### config.mk
export PLATFORM = sky130hd
export DESIGN_NAME = poolb3_consumer_flat
export DESIGN_NICKNAME = d
export VERILOG_FILES = /design/src/rtl/poolb3_consumer_if.sv /design/src/rtl/poolb3_consumer.sv /design/src/flat_wrapper.sv
export SDC_FILE = /design/constraint.sdc
export NUM_CORES = 1
export LEC_CHECK = 0
export ABC_AREA = 1
export ABC_CLOCK_PERIOD_IN_PS = 5500
export CAP_MARGIN = 40
export CELL_PAD_IN_SITES_DETAIL_PLACEMENT = 1
export CELL_PAD_IN_SITES_GLOBAL_PLACEMENT = 1
export CORE_ASPECT_RATIO = 2
export CORE_MARGIN = 2
export CORE_UTILIZATION = 42
export DETAILED_ROUTE_END_ITERATION = 12
export HOLD_SLACK_MARGIN = 0.15
export PLACE_DENSITY = 0.83
export SYNTH_ARGS = -nofsm -noshare
export SYNTH_HDL_FRONTEND = slang
export SYNTH_SLANG_ARGS = --single-unit
### constraint.sdc
create_clock -name clk -period 5.5 [get_ports clk]
set_input_delay 1.1 -clock clk [delete_from_list [all_inputs] [get_ports clk]]
set_output_delay 1.1 -clock clk [all_outputs]
set_load 0.005 [all_outputs]
### src/rtl/poolb3_consumer_if.sv
// Ports between poolb3_consumer, the conv layer's finished IFM memory and the next layer's IFM memory.
// master = consumer side, slave = memories/neighbouring layers.
interface poolb3_consumer_if #(
  parameter int DATA_WIDTH = 32,
  parameter int IFM_SIZE   = 10,
  parameter int IFM_DEPTH  = 16
);
  localparam int IFM_SIZE_NEXT = IFM_SIZE / 2;
  localparam int ADDR_PREV     = $clog2(IFM_SIZE * IFM_SIZE);
  localparam int ADDR_NEXT_RAW = $clog2(IFM_SIZE_NEXT * IFM_SIZE_NEXT);
  localparam int ADDR_NEXT     = (ADDR_NEXT_RAW > 0) ? ADDR_NEXT_RAW : 1;
  localparam int SEL_W         = (IFM_DEPTH > 1) ? $clog2(IFM_DEPTH) : 1;

  logic                  start_from_previous;
  logic                  end_to_previous;
  logic [SEL_W-1:0]      ifm_sel_previous;
  logic                  ifm_enable_read_previous;
  logic [ADDR_PREV-1:0]  ifm_address_read_previous;
  logic [DATA_WIDTH-1:0] data_in_from_previous;
  logic                  end_from_next;
  logic                  start_to_next;
  logic [SEL_W-1:0]      ifm_sel_next;
  logic                  ifm_enable_write_next;
  logic [ADDR_NEXT-1:0]  ifm_address_write_next;
  logic [DATA_WIDTH-1:0] data_out_for_next;

  modport master (
    input  start_from_previous, data_in_from_previous, end_from_next,
    output end_to_previous, ifm_sel_previous, ifm_enable_read_previous, ifm_address_read_previous,
    output start_to_next, ifm_sel_next, ifm_enable_write_next, ifm_address_write_next, data_out_for_next
  );

  modport slave (
    output start_from_previous, data_in_from_previous, end_from_next,
    input  end_to_previous, ifm_sel_previous, ifm_enable_read_previous, ifm_address_read_previous,
    input  start_to_next, ifm_sel_next, ifm_enable_write_next, ifm_address_write_next, data_out_for_next
  );
endinterface

### src/rtl/poolb3_consumer.sv
// 2x2/stride-2 max-pool between layer memories: 6 cycles per output pixel, frame waits while the next layer is busy.
// `POOL_RELU_EN clamps negative pooled values to zero without changing timing.
module poolb3_consumer #(
  parameter int ARITH_TYPE = 0,
  parameter int DATA_WIDTH = 32,
  parameter int IFM_SIZE   = 10,
  parameter int IFM_DEPTH  = 16
) (
  input logic               clk,
  input logic               reset,
  poolb3_consumer_if.master bus
);
  localparam int IFM_SIZE_NEXT = IFM_SIZE / 2;
  localparam int ADDR_PREV     = $clog2(IFM_SIZE * IFM_SIZE);
  localparam int ADDR_NEXT_RAW = $clog2(IFM_SIZE_NEXT * IFM_SIZE_NEXT);
  localparam int ADDR_NEXT     = (ADDR_NEXT_RAW > 0) ? ADDR_NEXT_RAW : 1;
  localparam int SEL_W         = (IFM_DEPTH > 1) ? $clog2(IFM_DEPTH) : 1;
  localparam int IW            = (IFM_SIZE_NEXT > 1) ? $clog2(IFM_SIZE_NEXT) : 1;
  localparam logic [IW-1:0]    LAST_IDX = IW'(IFM_SIZE_NEXT - 1);
  localparam logic [SEL_W-1:0] LAST_CH  = SEL_W'(IFM_DEPTH - 1);

  typedef enum logic [1:0] {IDLE, WAIT_NEXT, WINDOW, DONE} state_e;

  state_e                state_q, state_d;
  logic [2:0]            cyc_q, cyc_d;
  logic [IW-1:0]         i_q, i_d, j_q, j_d;
  logic [SEL_W-1:0]      ch_q, ch_d;
  logic                  pending_q, pending_d;
  logic                  busy_q, busy_d;
  logic [DATA_WIDTH-1:0] max_q, max_d;
  logic [ADDR_PREV-1:0]  rd_addr_q, rd_addr_d;
  logic [ADDR_NEXT-1:0]  wr_addr_q, wr_addr_d;
  logic [DATA_WIDTH-1:0] wr_dat_q, wr_dat_d;
  logic                  rd_en, wr_en;
  logic [DATA_WIDTH-1:0] pooled;

  // Float ordering on sign-magnitude; both zeros compare equal so the first one seen is kept.
  function automatic logic greater(input logic [DATA_WIDTH-1:0] a, input logic [DATA_WIDTH-1:0] b);
    if (ARITH_TYPE == 1) return $signed(a) > $signed(b);
    if (a[DATA_WIDTH-2:0] == '0 && b[DATA_WIDTH-2:0] == '0) return 1'b0;
    if (a[DATA_WIDTH-1] != b[DATA_WIDTH-1]) return !a[DATA_WIDTH-1];
    if (a[DATA_WIDTH-1]) return a[DATA_WIDTH-2:0] < b[DATA_WIDTH-2:0];
    return a[DATA_WIDTH-2:0] > b[DATA_WIDTH-2:0];
  endfunction

  assign rd_en = (state_q == WINDOW) && !cyc_q[2];
  assign wr_en = (state_q == WINDOW) && (cyc_q == 3'd5);

  always_comb begin
    state_d   = state_q;
    cyc_d     = cyc_q;
    i_d       = i_q;
    j_d       = j_q;
    ch_d      = ch_q;
    max_d     = max_q;
    pending_d = pending_q;
    busy_d    = busy_q;
    if (bus.start_from_previous && state_q != IDLE) pending_d = 1'b1;
    if (bus.end_from_next) busy_d = 1'b0;
    case (state_q)
      IDLE: begin
        pending_d = 1'b0;
        if (bus.start_from_previous || pending_q) state_d = WAIT_NEXT;
      end
      WAIT_NEXT: begin
        if (!busy_q) begin
          state_d = WINDOW;
          cyc_d   = '0;
        end
      end
      WINDOW: begin
        if (cyc_q == 3'd1) max_d = bus.data_in_from_previous;
        else if (cyc_q >= 3'd2 && cyc_q <= 3'd4 && greater(bus.data_in_from_previous, max_q))
          max_d = bus.data_in_from_previous;
        if (cyc_q == 3'd5) begin
          cyc_d = '0;
          j_d   = j_q + 1'b1;
          if (j_q == LAST_IDX) begin
            j_d = '0;
            i_d = i_q + 1'b1;
            if (i_q == LAST_IDX) begin
              i_d  = '0;
              ch_d = ch_q + 1'b1;
              if (ch_q == LAST_CH) begin
                ch_d    = '0;
                state_d = DONE;
              end
            end
          end
        end else begin
          cyc_d = cyc_q + 3'd1;
        end
      end
      DONE: begin
        state_d = IDLE;
        busy_d  = 1'b1;
      end
      default: state_d = IDLE;
    endcase
  end

  // Addresses and data are held between strobes rather than tracking the counters.
  always_comb begin
    pooled = max_q;
`ifdef POOL_RELU_EN
    if (max_q[DATA_WIDTH-1]) pooled = '0;
`endif
    rd_addr_d = rd_addr_q;
    wr_addr_d = wr_addr_q;
    wr_dat_d  = wr_dat_q;
    if (rd_en)
      rd_addr_d = ADDR_PREV'((2 * int'(i_q) + int'(cyc_q[1])) * IFM_SIZE + 2 * int'(j_q) + int'(cyc_q[0]));
    if (wr_en) begin
      wr_addr_d = ADDR_NEXT'(int'(i_q) * IFM_SIZE_NEXT + int'(j_q));
      wr_dat_d  = pooled;
    end
  end

  always_ff @(posedge clk) begin
    if (!reset) begin
      state_q   <= IDLE;
      cyc_q     <= '0;
      i_q       <= '0;
      j_q       <= '0;
      ch_q      <= '0;
      pending_q <= 1'b0;
      busy_q    <= 1'b0;
      max_q     <= '0;
      rd_addr_q <= '0;
      wr_addr_q <= '0;
      wr_dat_q  <= '0;
    end else begin
      state_q   <= state_d;
      cyc_q     <= cyc_d;
      i_q       <= i_d;
      j_q       <= j_d;
      ch_q      <= ch_d;
      pending_q <= pending_d;
      busy_q    <= busy_d;
      max_q     <= max_d;
      rd_addr_q <= rd_addr_d;
      wr_addr_q <= wr_addr_d;
      wr_dat_q  <= wr_dat_d;
    end
  end

  assign bus.end_to_previous           = (state_q == DONE);
  assign bus.start_to_next             = (state_q == DONE);
  assign bus.ifm_sel_previous          = ch_q;
  assign bus.ifm_sel_next              = ch_q;
  assign bus.ifm_enable_read_previous  = rd_en;
  assign bus.ifm_address_read_previous = rd_addr_d;
  assign bus.ifm_enable_write_next     = wr_en;
  assign bus.ifm_address_write_next    = wr_addr_d;
  assign bus.data_out_for_next         = wr_dat_d;
endmodule

### src/flat_wrapper.sv
// flat-port wrapper written by rule: the top's interface ports become plain ports
module poolb3_consumer_flat 
#(
  parameter int ARITH_TYPE = 0,
  parameter int DATA_WIDTH = 32,
  parameter int IFM_SIZE   = 10,
  parameter int IFM_DEPTH  = 16
)
  (clk, reset, bus_start_from_previous, bus_data_in_from_previous, bus_end_from_next, bus_end_to_previous, bus_ifm_sel_previous, bus_ifm_enable_read_previous, bus_ifm_address_read_previous, bus_start_to_next, bus_ifm_sel_next, bus_ifm_enable_write_next, bus_ifm_address_write_next, bus_data_out_for_next);
  poolb3_consumer_if #(.DATA_WIDTH(DATA_WIDTH), .IFM_SIZE(IFM_SIZE), .IFM_DEPTH(IFM_DEPTH)) bus_i ();
  input logic clk;
  input logic reset;
  input wire logic [$bits(bus_i.start_from_previous)-1:0] bus_start_from_previous;
  input wire logic [$bits(bus_i.data_in_from_previous)-1:0] bus_data_in_from_previous;
  input wire logic [$bits(bus_i.end_from_next)-1:0] bus_end_from_next;
  output wire logic [$bits(bus_i.end_to_previous)-1:0] bus_end_to_previous;
  output wire logic [$bits(bus_i.ifm_sel_previous)-1:0] bus_ifm_sel_previous;
  output wire logic [$bits(bus_i.ifm_enable_read_previous)-1:0] bus_ifm_enable_read_previous;
  output wire logic [$bits(bus_i.ifm_address_read_previous)-1:0] bus_ifm_address_read_previous;
  output wire logic [$bits(bus_i.start_to_next)-1:0] bus_start_to_next;
  output wire logic [$bits(bus_i.ifm_sel_next)-1:0] bus_ifm_sel_next;
  output wire logic [$bits(bus_i.ifm_enable_write_next)-1:0] bus_ifm_enable_write_next;
  output wire logic [$bits(bus_i.ifm_address_write_next)-1:0] bus_ifm_address_write_next;
  output wire logic [$bits(bus_i.data_out_for_next)-1:0] bus_data_out_for_next;
  assign bus_i.start_from_previous = bus_start_from_previous;
  assign bus_i.data_in_from_previous = bus_data_in_from_previous;
  assign bus_i.end_from_next = bus_end_from_next;
  assign bus_end_to_previous = bus_i.end_to_previous;
  assign bus_ifm_sel_previous = bus_i.ifm_sel_previous;
  assign bus_ifm_enable_read_previous = bus_i.ifm_enable_read_previous;
  assign bus_ifm_address_read_previous = bus_i.ifm_address_read_previous;
  assign bus_start_to_next = bus_i.start_to_next;
  assign bus_ifm_sel_next = bus_i.ifm_sel_next;
  assign bus_ifm_enable_write_next = bus_i.ifm_enable_write_next;
  assign bus_ifm_address_write_next = bus_i.ifm_address_write_next;
  assign bus_data_out_for_next = bus_i.data_out_for_next;
  poolb3_consumer #(.ARITH_TYPE(ARITH_TYPE), .DATA_WIDTH(DATA_WIDTH), .IFM_SIZE(IFM_SIZE), .IFM_DEPTH(IFM_DEPTH)) u_core (.clk(clk), .reset(reset), .bus(bus_i));
endmodule
==> impl_metrics.csv <==
group,metric,value,unit
critical_path,cpMaxStageDelayCell,"clkdlybuf4s50_1",
routing,routedWlPerCell,15.7,µm
clock_network,cts_sinks,93,
routing,ant_nets,0,
clock_network,path_clk_slew,60,ps
clock_network,clkLatencyLatePin,340,ps
critical_path,cp_max_fo,46,
critical_path,cp.depth,11,
floorplan,die_area,14500,µm²
sta,relSlewSlack,52.8,%
placement,portBuffers,91,
sta,setup_tns,0,ps
power,powerDensity,278,nW/µm²
critical_path,startpoint,"u_core.cyc_q[0]$_SDFFE_PN0P_",
layout,final_util,51.6,%
layout,area_delta_synth_final,21.4,%
critical_path,worstReg2RegStart,"u_core.cyc_q[0]$_SDFFE_PN0P_",
global_route,track_usage,22.8,%
global_route,overflow,0,
floorplan,die_w,86.2,µm
global_route,grt_max_degree,65,
critical_path,crit_type,"reg -> out",
sta,clock_skew,7.33,ps
floorplan,io_pins,92,
power,p_sw,0.631,mW
clock_network,cts_buffers,9,
sta,fin_crit_sh,78.2,%
sta,timing.hold.ws,480,ps
sta,tightest_slew,706,ps
layout,drive_above_1_share,7.63,%
clock_network,post_cts_buffers,0,
floorplan,row_count,60,
critical_path,critical_path_arrival,3200,ps
clock_network,hold_buffers,0,
layout,final_cells,1020,
power,p_leak,3.07,nW
logic_synthesis,ys_seq_area_share,32.8,%
sta,finalCriticalPeriod,4300,ps
logic_synthesis,avgSynthCellArea,7.15,µm²
routing,routed_wl,16.0,mm
global_route,grt_pass1_wl,26.7,mm
power,power,1.91,mW
sta,setup_slack,1200,ps
critical_path,crit_end,"bus_data_out_for_next[31]",
power,seq_power_share,39.4,%
layout,final_area,6890,µm²
placement,pre_cts_ws,1580,ps
floorplan,start_util,42.5,%
global_route,grt_pass1_vias,5906,
placement,placed_area,6610,µm²
run,maxCapViolations,0,
layout,n_antenna_cell,0,
clock_network,cts_buffer_depth,2,
placement,place_inst,1006,
global_route,antenna_found_initial,0,
critical_path,crit_family,"buffers and inverters",
clock_network,cts_tree,"built",
critical_path,r2r_cells,11,
worst_hold_path,holdPathStages,2,
power,p_int,1.28,mW
critical_path,crit_required,4400,ps
placement,gp_congestion,0.827,
worst_hold_path,hp-class,"reg -> reg",
critical_path,rrSetupSlack,2660,ps
critical_path,slowest_delay,530,ps
sta,rsz0062_at_grt,"no",
logic_synthesis,syn-cell-area,5680,µm²
clock_network,cts_root_buf,"clkbuf_16",
critical_path,path_cells,"inv_2 > nor2_1 > inv_1 > nor2_1 > nand2_1 > inv_2 > buf_4 > or2_2 > inv_1 > a21oi_1 > clkdlybuf4s50_1",
logic_synthesis,synth_cells,794,
logic_synthesis,synth_cell_type_count,33,
routing,drt-initial-drc-count,141,
sta,final_max_slew_viol_count,0,
critical_path,end_kind,"output pin",
layout,final_nets,954,
routing,num_vias,5396,
critical_path,critPathLaunchType,"flop",
sta,max_freq,233,MHz
power,p_sw_share,33.0,%
logic_synthesis,synth_fp_nets,886,
floorplan,core_area,13400,µm²
critical_path,crit_buf_inv,6,
logic_synthesis,ys.flop_type,"dfxtp_1",
power,pwr-share-clk,32.1,%
critical_path,rr_endpoint,"u_core.bus.ifm_sel_next[2]$_SDFFE_PN0P_",
logic_synthesis,synthArstFlopShare,0,%
placement,dpl.hpwl,12.1,mm
power,pwr-share-comb,28.5,%
logic_synthesis,ys_ff_latch,93,
outcome,status,"finished clean",
clock_network,htree_levels,3,
routing,drc_errors,0,
floorplan,die_height,168,µm
logic_synthesis,yosysWarnings,0,
power,peakVddDrop,0.212,mV
logic_synthesis,synth_edf_count,0,
routing,drtPass1Iterations,4,
sta,finalHoldViolCount,0,
routing,via_per_inst,5.29,
sta,setup_viol,0,
clock_network,ctsResizeCount,0,
## worst min-delay path, delay by kind of cell, from the launching register on
| kind | cells | cell delay, ps |
|---|---|---|
| compound gates | 1 | 40 |
| flops | 1 | 330 |
| simple gates | 1 | 80 |
## registers in the layout, indices dropped and copies added (netlist names)
register,flops
u_core.busy_q,1
u_core.pending_q,1
u_core.state_q,2
u_core.wr_addr_q,5
u_core.rd_addr_q,7
u_core.i_q,3
u_core.cyc_q,3
u_core.wr_dat_q,32
u_core.max_q,32
u_core.bus.ifm_sel_next,4
u_core.j_q,3
## cells in the final DEF, fill, tap and decap left out, types with 11 or more instances in the layout
master | synthesis | layout
or2_2 | 38 | 38
ha_1 | 53 | 53
a21oi_1 | 97 | 97
o21ai_0 | 11 | 11
nor2_1 | 74 | 73
nand4_1 | 18 | 18
nand3_1 | 40 | 40
nand2_1 | 108 | 108
a211oi_1 | 40 | 40
clkdlybuf4s50_1 | 0 | 91
dfxtp_1 | 93 | 93
inv_1 | 144 | 144
## routing by layer
| metal | vias to the layer above | GRT usage [%] | wire length, µm | part of all wire (%) |
|---|---|---|---|---|
| met5 | - | 0 | 0 | 0 |
| met4 | 0 | 12.0 | 736 | 4.6 |
| met3 | 43 | 2.65 | 390 | 2.4 |
| met2 | 98 | 44.3 | 9090 | 57 |
| met1 | 2570 | 22.5 | 5810 | 36 |
| li1 | 2685 | - | - | - |
## cell usage after synthesis, types with 2 or more instances
cell type / number / area (µm²)
and3_1: 3 / 18.8
fa_1: 3 / 60.1
inv_1: 144 / 541
o21ai_0: 11 / 55.1
dfxtp_1: 93 / 1860
clkbuf_1: 9 / 33.8
xnor2_1: 2 / 17.5
nand2_1: 108 / 405
ha_1: 53 / 663
or2_1: 4 / 25.0
nand3_1: 40 / 200
a211oi_1: 40 / 300
nor2_1: 74 / 278
nor3_1: 8 / 40.0
inv_2: 3 / 11.3
buf_1: 3 / 11.3
nor2_2: 2 / 12.5
or2_2: 38 / 238
clkbuf_2: 3 / 15.0
xor2_1: 4 / 35.0
buf_4: 5 / 37.5
buf_6: 6 / 67.6
nand2_2: 2 / 12.5
a21oi_1: 97 / 485
buf_2: 13 / 65.1
nand4_1: 18 / 113
a21o_1: 2 / 15.0
## area by class of cell
cell class,count,area (µm²)
clock buffer,12,246
clock inverter,2,35.0
fill,1721,6470
inverter,147,552
multi-input combinational,515,3040
sequential,93,1860
tap,155,194
timing repair buffer,96,961
## power groups by stage
| stage | registers (mW) | clock network (mW) | logic, mW |
|---|---|---|---|
| 2_1_floorplan | 0.760 | 0 | 0.398 |
| 3_3_place_gp | 0.764 | 0 | 0.513 |
| 3_5_place_dp | 0.769 | 0 | 0.547 |
| 4_1_cts | 0.754 | 0.628 | 0.553 |
| 5_1_grt | 0.760 | 0.652 | 0.617 |
| 6_report | 0.755 | 0.613 | 0.545 |
## cell families after synthesis
logic type                 share of synthesized area (%)
and+or+nand+nor                                     24.1
buffers and inverters                               13.8
AOI/OAI and AO/OA                                   15.6
DFF                                                 32.8
adders and majority gates                           12.7
xor gates and xnor gates                           0.926
## worst min-delay path by stage
stage | start | endpoint | slack [ps]
6_report | u_core.max_q[11]$_SDFFE_PN0P_ | u_core.max_q[11]$_SDFFE_PN0P_ | 480
5_1_grt | u_core.max_q[11]$_SDFFE_PN0P_ | u_core.max_q[11]$_SDFFE_PN0P_ | 520
4_1_cts | u_core.max_q[11]$_SDFFE_PN0P_ | u_core.max_q[11]$_SDFFE_PN0P_ | 490
3_5_place_dp | u_core.max_q[11]$_SDFFE_PN0P_ | u_core.max_q[11]$_SDFFE_PN0P_ | 470
3_3_place_gp | u_core.max_q[6]$_SDFFE_PN0P_ | u_core.max_q[6]$_SDFFE_PN0P_ | 460
2_1_floorplan | u_core.max_q[10]$_SDFFE_PN0P_ | u_core.max_q[10]$_SDFFE_PN0P_ | 450
(Power assumes the default switching activity.)
